<file path="src/rtl/matrix_scan_if.sv">
// Write port and LED-matrix drive bundle for matrix_scan.
// The game FSM (master) writes rows; the scanner (slave) drives the matrix.
interface matrix_scan_if;
    logic       wr_strobe;
    logic [2:0] wr_row;
    logic [7:0] wr_val;
    logic       clr;
    logic       blink;
    logic [7:0] row_n;
    logic [7:0] col;
    logic       frame_start;

    modport master (
        output wr_strobe, wr_row, wr_val, clr, blink,
        input  row_n, col, frame_start
    );

    modport slave (
        input  wr_strobe, wr_row, wr_val, clr, blink,
        output row_n, col, frame_start
    );
endinterface

</file>
<file path="src/rtl/matrix_scan.sv">
// 8x8 row store plus one-row-at-a-time LED multiplexer with blanking between rows.
// Optional blink gating is built only when MATRIX_SCAN_BLINK_EN is defined.
module matrix_scan #(
    parameter int SCAN_DIV     = 1000,
    parameter int BLANK_CYCLES = 16,
    parameter int BLINK_DIV    = 25000000
) (
    input logic           clk,
    input logic           reset_n,
    matrix_scan_if.slave  bus
);

    localparam int CNT_MAX = (SCAN_DIV > BLANK_CYCLES) ? SCAN_DIV : BLANK_CYCLES;
    localparam int CNT_W   = (CNT_MAX > 1) ? $clog2(CNT_MAX) : 1;
    localparam logic [CNT_W-1:0] BLANK_LAST = CNT_W'(BLANK_CYCLES - 1);
    localparam logic [CNT_W-1:0] DRIVE_LAST = CNT_W'(SCAN_DIV - 1);

    typedef enum logic {
        ST_BLANK = 1'b0,
        ST_DRIVE = 1'b1
    } state_t;

    state_t           r_state;
    state_t           w_stateNext;
    logic [CNT_W-1:0] r_cnt;
    logic [CNT_W-1:0] w_cntNext;
    logic [2:0]       r_ptr;
    logic [2:0]       w_ptrNext;
    logic             w_enterDrive;
    logic             w_enterBlank;
    logic [7:0]       r_mem [8];
    logic [7:0]       w_snapshot;
    logic [7:0]       r_rowN;
    logic [7:0]       r_col;
    logic             r_frameStart;

    // Clear wins over a simultaneous write; the snapshot below reads pre-edge contents.
    always_ff @(posedge clk or negedge reset_n) begin
        if (!reset_n) begin
            for (int i = 0; i < 8; i++) begin
                r_mem[i] <= '0;
            end
        end else if (bus.clr) begin
            for (int i = 0; i < 8; i++) begin
                r_mem[i] <= '0;
            end
        end else if (bus.wr_strobe) begin
            r_mem[bus.wr_row] <= bus.wr_val;
        end
    end

`ifdef MATRIX_SCAN_BLINK_EN
    localparam int BL_W = (BLINK_DIV > 1) ? $clog2(BLINK_DIV) : 1;
    localparam logic [BL_W-1:0] BLINK_LAST = BL_W'(BLINK_DIV - 1);

    logic [BL_W-1:0] r_blinkCnt;
    logic            r_blinkOff;

    always_ff @(posedge clk or negedge reset_n) begin
        if (!reset_n) begin
            r_blinkCnt <= '0;
            r_blinkOff <= 1'b0;
        end else if (r_blinkCnt == BLINK_LAST) begin
            r_blinkCnt <= '0;
            r_blinkOff <= ~r_blinkOff;
        end else begin
            r_blinkCnt <= r_blinkCnt + 1'b1;
        end
    end

    assign w_snapshot = (bus.blink && r_blinkOff) ? 8'h00 : r_mem[r_ptr];
`else
    assign w_snapshot = r_mem[r_ptr];
`endif

    always_ff @(posedge clk or negedge reset_n) begin
        if (!reset_n) begin
            r_state <= ST_BLANK;
            r_cnt   <= '0;
            r_ptr   <= '0;
        end else begin
            r_state <= w_stateNext;
            r_cnt   <= w_cntNext;
            r_ptr   <= w_ptrNext;
        end
    end

    always_comb begin
        w_stateNext  = r_state;
        w_cntNext    = r_cnt + 1'b1;
        w_ptrNext    = r_ptr;
        w_enterDrive = 1'b0;
        w_enterBlank = 1'b0;
        case (r_state)
            ST_BLANK: begin
                if (r_cnt == BLANK_LAST) begin
                    w_stateNext  = ST_DRIVE;
                    w_cntNext    = '0;
                    w_enterDrive = 1'b1;
                end
            end
            ST_DRIVE: begin
                if (r_cnt == DRIVE_LAST) begin
                    w_stateNext  = ST_BLANK;
                    w_cntNext    = '0;
                    w_ptrNext    = r_ptr + 3'd1;
                    w_enterBlank = 1'b1;
                end
            end
            default: begin
                w_stateNext = ST_BLANK;
                w_cntNext   = '0;
            end
        endcase
    end

    // Row data is latched once on DRIVE entry and held for the whole visit.
    always_ff @(posedge clk or negedge reset_n) begin
        if (!reset_n) begin
            r_rowN       <= 8'hFF;
            r_col        <= 8'h00;
            r_frameStart <= 1'b0;
        end else begin
            r_frameStart <= 1'b0;
            if (w_enterDrive) begin
                r_rowN       <= ~(8'h01 << r_ptr);
                r_col        <= w_snapshot;
                r_frameStart <= (r_ptr == 3'd0);
            end else if (w_enterBlank) begin
                r_rowN <= 8'hFF;
                r_col  <= 8'h00;
            end
        end
    end

    assign bus.row_n       = r_rowN;
    assign bus.col         = r_col;
    assign bus.frame_start = r_frameStart;

endmodule

</file>
<file path="src/flat_wrapper.sv">
// flat-port wrapper written by rule: the top's interface ports become plain ports
module matrix_scan_flat 
#(
    parameter int SCAN_DIV     = 1000,
    parameter int BLANK_CYCLES = 16,
    parameter int BLINK_DIV    = 25000000
)
  (clk, reset_n, bus_wr_strobe, bus_wr_row, bus_wr_val, bus_clr, bus_blink, bus_row_n, bus_col, bus_frame_start);
  matrix_scan_if bus_i ();
  input logic clk;
  input logic reset_n;
  input wire logic [$bits(bus_i.wr_strobe)-1:0] bus_wr_strobe;
  input wire logic [$bits(bus_i.wr_row)-1:0] bus_wr_row;
  input wire logic [$bits(bus_i.wr_val)-1:0] bus_wr_val;
  input wire logic [$bits(bus_i.clr)-1:0] bus_clr;
  input wire logic [$bits(bus_i.blink)-1:0] bus_blink;
  output wire logic [$bits(bus_i.row_n)-1:0] bus_row_n;
  output wire logic [$bits(bus_i.col)-1:0] bus_col;
  output wire logic [$bits(bus_i.frame_start)-1:0] bus_frame_start;
  assign bus_i.wr_strobe = bus_wr_strobe;
  assign bus_i.wr_row = bus_wr_row;
  assign bus_i.wr_val = bus_wr_val;
  assign bus_i.clr = bus_clr;
  assign bus_i.blink = bus_blink;
  assign bus_row_n = bus_i.row_n;
  assign bus_col = bus_i.col;
  assign bus_frame_start = bus_i.frame_start;
  matrix_scan #(.SCAN_DIV(SCAN_DIV), .BLANK_CYCLES(BLANK_CYCLES), .BLINK_DIV(BLINK_DIV)) u_core (.clk(clk), .reset_n(reset_n), .bus(bus_i));
endmodule
</file>
<file path="config.mk">
export PLATFORM = sky130hd
export DESIGN_NAME = matrix_scan_flat
export DESIGN_NICKNAME = d
export VERILOG_FILES = /design/src/rtl/matrix_scan_if.sv /design/src/rtl/matrix_scan.sv /design/src/flat_wrapper.sv
export SDC_FILE = /design/constraint.sdc
export NUM_CORES = 1
export LEC_CHECK = 0
export BUFFER_PORTS_ARGS = -buffer_cell sky130_fd_sc_hd__buf_2
export CORE_ASPECT_RATIO = 2
export CORE_MARGIN = 2
export CORE_UTILIZATION = 41
export CTS_CLUSTER_SIZE = 30
export DETAILED_ROUTE_END_ITERATION = 10
export PLACE_DENSITY = 0.69
export SYNTH_ARGS = -nofsm -noshare
export SYNTH_HDL_FRONTEND = slang
export SYNTH_SLANG_ARGS = --single-unit
</file>
<file path="constraint.sdc">
create_clock -name clk -period 3.1 [get_ports clk]
set_input_delay 0.31 -clock clk [delete_from_list [all_inputs] [get_ports clk]]
set_output_delay 0.31 -clock clk [all_outputs]
set_load 0.01 [all_outputs]
</file>
# Word level (Yosys, flattened, before mapping)
# Cells that the tools add are included.
# op_classes
order_cmp	3
add_sub_neg	2
n_eq_ne	2
bitwise	4
n_mux	22
shift	1
n_reduce_logical	5
# ops
cell	n
$mux 64	2
$bwmux 64	1
$mux 8	7
$bmux 8 s3	1
$demux 8 s3	1
$mux 10	2
$pmux 10 s2	1
$add 10x1->10 const B	1
$eq 10x10->1 const B	1
$eq 10x4->1 const B	1
$ge 4x4->1 const B	2
$not 3->4	2
$not 8->8	1
$shl 1x3->8 const A	1
$mux 1	6
$lt 4x1->1 const B	1
$reduce_bool 2->1	2
$add 3x1->3 const B	1
$logic_not 3->1	1
$pmux 1 s2	1
$reduce_and 2->1	1
$logic_and 1x1->1	1
$not 1->1	1
# totals
reg_bits	95
inputBits	16
elab_cells	53
out_inout_bits	17

# Depth between registers and ports, before layout
# depth
ltp_word	8
ltp_mapped	7
mapped_depth_nobuf	5

# Worst setup path after synthesis
# No wires, ideal clock.
# synth_path
path_type	flip-flop to flip-flop
start	reg u_core.r_ptr[0]
end	reg u_core.r_col[1] (netlist: u_core.bus.col[1])
required_time_ns	2.970
setup_ns	0.130
period_less_slack_ns	1.663
path_buffers	2
path_stages_with_launch	6
setup_slack_ns	1.437
arrival_ns	1.534
path_cell_list	dfrtp_1 -> buf_2 -> buf_4 -> mux4_2 -> mux2i_1 -> o2bb2ai_1
# synth_between
elab_chain_cells	5
# synth_lines
element	line	source
start, declared	matrix_scan.sv:27	logic [2:0] r_ptr;
start signal, assigned	matrix_scan.sv:84	r_ptr <= w_ptrNext;
$not 3->4 (not written as such)	matrix_scan.sv:73	assign w_snapshot = r_mem[r_ptr];
$bmux 8 s3	matrix_scan.sv:73	
$mux 8 (not written as such) (2 in series)	matrix_scan.sv:73	
$mux 8	matrix_scan.sv:125	if (w_enterDrive) begin
end signal, assigned	matrix_scan.sv:127	r_col <= w_snapshot;
end, declared	matrix_scan.sv:34	logic [7:0] r_col;
# Every way passes these cells. The select of a mux whose other input is x is not followed.
# A chain may end at the register's enable or synchronous reset.

# Worst setup path after layout
# layout_path
start	reg u_core.r_cnt[0]
end	reg u_core.r_rowN[0] (netlist: u_core.bus.row_n[0])
# layout_between
elab_chain_cells	4
word_cells_on_any_way	8
cone_classes	eq/ne: 2; mux: 5; reduce/logical: 1
# layout_lines
element	line	source
start, declared	matrix_scan.sv:25	logic [CNT_W-1:0] r_cnt;
start signal, assigned	matrix_scan.sv:83	r_cnt <= w_cntNext;
$eq 10x4->1 / $eq 10x10->1 (equally long branches)	matrix_scan.sv:96, matrix_scan.sv:103	
$mux 1 (on tied branches)	matrix_scan.sv:96, matrix_scan.sv:103	
$mux 1	matrix_scan.sv:94	case (r_state)
$mux 8 / $reduce_bool 2->1 (equally long branches)	n/a	
end signal, assigned	matrix_scan.sv:126	r_rowN <= ~(8'h01 << r_ptr);
end, declared	matrix_scan.sv:33	logic [7:0] r_rowN;
# Several ways; a longest one is shown, not always the timed one.

==> impl_metrics.yaml <==
timing:
  post-route-period-util: 0.658
  rsz0062_at_grt: "false"
  clock.fmax_mhz: 490
  final.setup.tns_ns: 0
  slew_violations: 0
  worst-slew-pin-transition_ns: 1.15
  finClkSkew_ns: 0.00721
  postLayoutSetupSlackWorst_ns: 1.06
  final_critical_path_time_including_i_o_delays_and_setup_ns: 2.04
  timing.slew.headroom: 0.231
  hold_viol_final: 0
  setup_viol: 0
drt:
  via_count: 3194
  wirelength_um: 9880
  detail_route.iter0.violations: 185
  route.detailed.drc: 0
  wire_per_inst_um: 16.5
  detail-route-antenna-nets: 0
  drt_pass_1_iters: 4
  vias_per_cell: 5.33
finish:
  layout-drive-gt1-share: 0.173
  final_nets: 481
  layout-area-overhead-vs-synth_pct: 13.0
  layout_fillers: 1030
  finalInstanceArea_um2: 4970
  insertedDiodeCount: 0
die:
  coreArea_um2: 10500
  floorplan.rows: 53
  die_width_um: 77.3
  initial_utilization: 0.420
  ioPinCount: 33
  die_h_um: 151
  fp.dieArea_um2: 11600
global_route:
  vias_in_the_first_global_route: 3351
  antenna_found_initial: 0
  grt_start_max_net_pins: 91
  grt_first_pass_wirelength_um: 16300
  global_route_usage_sum: 0.181
  gr-total-overflow: 0
clocking:
  clock_sinks: 95
  cts_root_buf: "clkbuf_16"
  cts-buffers-inserted: 9
  cts_max_path_buffers: 2
  cts_tree: "yes"
  htree_num_levels: 3
  ctsResizeCount: 0
  cts.hold.buffers_added: 0
  cts.reportedPaths.clkPinSlew_ns: 0.06
  clkLatencyLatePin_ns: 0.34
  post_cts_buffers: 0
pwr:
  combPwrFrac: 0.048
  worst_supply_voltage_drop_on_vdd_mv: 0.324
  seqPwrFrac: 0.498
  power.switching_fraction: 0.218
  power-per-cell-area_nw_per_um2: 512
  total_power_uw: 2550
  power.switching_uw: 557
  total_leakage_power_uw: 0.00211
  power.clock.fraction: 0.454
  intPower_uw: 1990
synth:
  postSynthAreaPerCell_um2: 10.1
  postSynthRegisterBits: 95
  synth.net_count: 458
  synth.yosys.seq_area_share: 0.542
  synthesis.instances: 435
  synth.distinct_cells: 34
  synth_warnings: 0
  summed_instance_area_of_the_synthesized_netlist_um2: 4400
placement:
  dp_slack_ns: 1.03
  gp_congestion: 0.767
  detailed_place_hpwl_um: 7130
  numPortBuffers: 31
  placed_area_um2: 4660
critical_path:
  worstPathCellList: "ha_1, nand4b_1, nor4_4, nand2b_1, a2bb2oi_1"
  timing.critical_path.from_type: "register"
  timing.critical_path.fanout_max: 16
  cp.required_ns: 3.36
  critical-path-slowest-cell: "nand2b_1"
  r2r_slack_ns: 1.06
  path_class: "register to register"
  slowest_delay_ns: 0.60
  arrival_ns: 2.30
  setup.worst_path.end_class: "register"
  critical_path_buf_inv_count: 0
  cpLargestDelayFamily: "simple AND/OR/NAND/NOR gates"
status:
  run_status: "finished, final reports clean"
min_path:
  hold_path.class: "input port to async pin"
job:
  cap_violations: 0
[path summary, 6_finish.rpt]
kind                            startpoint                  end  cells after the start
max in group asynchronous          reset_n  u_core.bus.row_n[4]                      2
setup / recovery           u_core.r_cnt[0]  u_core.bus.row_n[0]                      5
min in group clk             bus_wr_val[0]      u_core.r_mem[0]                      3
setup reg to reg           u_core.r_cnt[0]  u_core.bus.row_n[0]                      5
hold / removal                     reset_n    u_core.bus.col[3]                      1
hold reg to reg            u_core.r_cnt[0]      u_core.r_cnt[0]                      1
[metrics by stage]
stage / std cells / utilization / hold slack (ns)
after floorplan: 435 / - / 0.0144
after global placement: 584 / 0.445 / 0.445
after detailed placement: 584 / 0.445 / 0.455
after CTS: 599 / 0.475 / 0.245
after global routing: 599 / 0.475 / 0.273
final: 599 / 0.475 / 0.170
[sequential cells by signal, indices dropped and copies added, names as in the netlist]
| name | flops |
|---|---|
| u_core.bus.row_n | 8 |
| u_core.r_state | 1 |
| u_core.r_ptr | 3 |
| u_core.bus.frame_start | 1 |
| u_core.r_cnt | 10 |
| u_core.bus.col | 8 |
| u_core.r_mem | 64 |
[metal layers]
layer | track usage | vias up | wire (um)
met5 | 0 | - | 0
met1 | 0.192 | 1565 | 3620
li1 | - | 1527 | -
met2 | 0.349 | 82 | 5680
met3 | 0.0282 | 20 | 313
met4 | 0.0759 | 0 | 265
[final cells by class]
class                      instances  area (um^2)  share of cell area
clock buffer                       9          225              0.0453
timing repair buffer              36          195              0.0392
clock inverter                     6         86.3              0.0174
multi-input combinational        312         1890               0.381
sequential                        95         2390               0.480
inverter                           4         15.0             0.00302
tap                              137          171              0.0345
[cells by family after synthesis]
family / count (synthesis) / synth area share
buffers and inverters: 28 / 0.0278
DFF: 95 / 0.542
and+or+nand+nor: 189 / 0.181
xor gates and xnor gates: 9 / 0.0179
muxes: 24 / 0.100
AOI/OAI and AO/OA: 83 / 0.112
adders and majority gates: 7 / 0.0199
[worst register-to-register path: stages (launching register included)]
cell and delay, ns:
dfrtp_1 0.37, ha_1 0.24, nand4b_1 0.17, nor4_4 0.36
nand2b_1 0.60, a2bb2oi_1 0.22
[cells in the mapped netlist]
cell type,count,area [um^2]
a2bb2oi_1,6,52.6
and2_1,3,18.8
nor3_1,4,20.0
ha_1,7,87.6
xor2_1,3,26.3
nor4_1,2,12.5
nor2_1,20,75.1
dfstp_2,8,210
buf_2,2,10.0
dfrtp_1,87,2180
nand2_1,138,518
nand4_1,2,12.5
inv_2,1,3.75
o41ai_1,1,8.76
mux2i_1,8,80.1
nand3b_1,1,7.51
o21ai_0,1,5.00
nand3_2,1,10.0
nand3_1,7,35.0
clkbuf_1,9,33.8
mux4_2,16,360
xnor2_1,6,52.6
inv_1,3,11.3
buf_4,2,15.0
nor2b_1,3,18.8
a21oi_1,65,325
nor4_4,1,21.3
and3_1,2,12.5
nand4b_1,1,8.76
buf_6,1,11.3
o2bb2ai_1,8,70.1
a2bb2oi_2,2,30.0
buf_1,10,37.5
nand2b_1,4,25.0
[power groups by stage]
stage | sequential (uW) | clock (uW) | combinational, uW
after floorplan | 1290 | 0 | 67.9
after global placement | 1290 | 0 | 119
after detailed placement | 1290 | 0 | 125
after CTS | 1270 | 1180 | 125
after global routing | 1270 | 1230 | 139
final | 1270 | 1160 | 124
[placed cells by master (no fill, tap or decap), types with 3 or more instances in the layout]
cell type,count
mux2i_1,8
nor2b_1,3
mux4_2,16
a2bb2oi_1,6
nand2_1,138
inv_1,3
and2_1,3
xor2_1,3
buf_2,30
nor3_1,4
dfstp_2,8
nand3_1,7
nor2_1,20
ha_1,7
clkbuf_16,9
xnor2_1,6
nand2b_1,4
a21oi_1,65
dfrtp_1,87
buf_4,6
o2bb2ai_1,8
(Power assumes the default switching activity.)
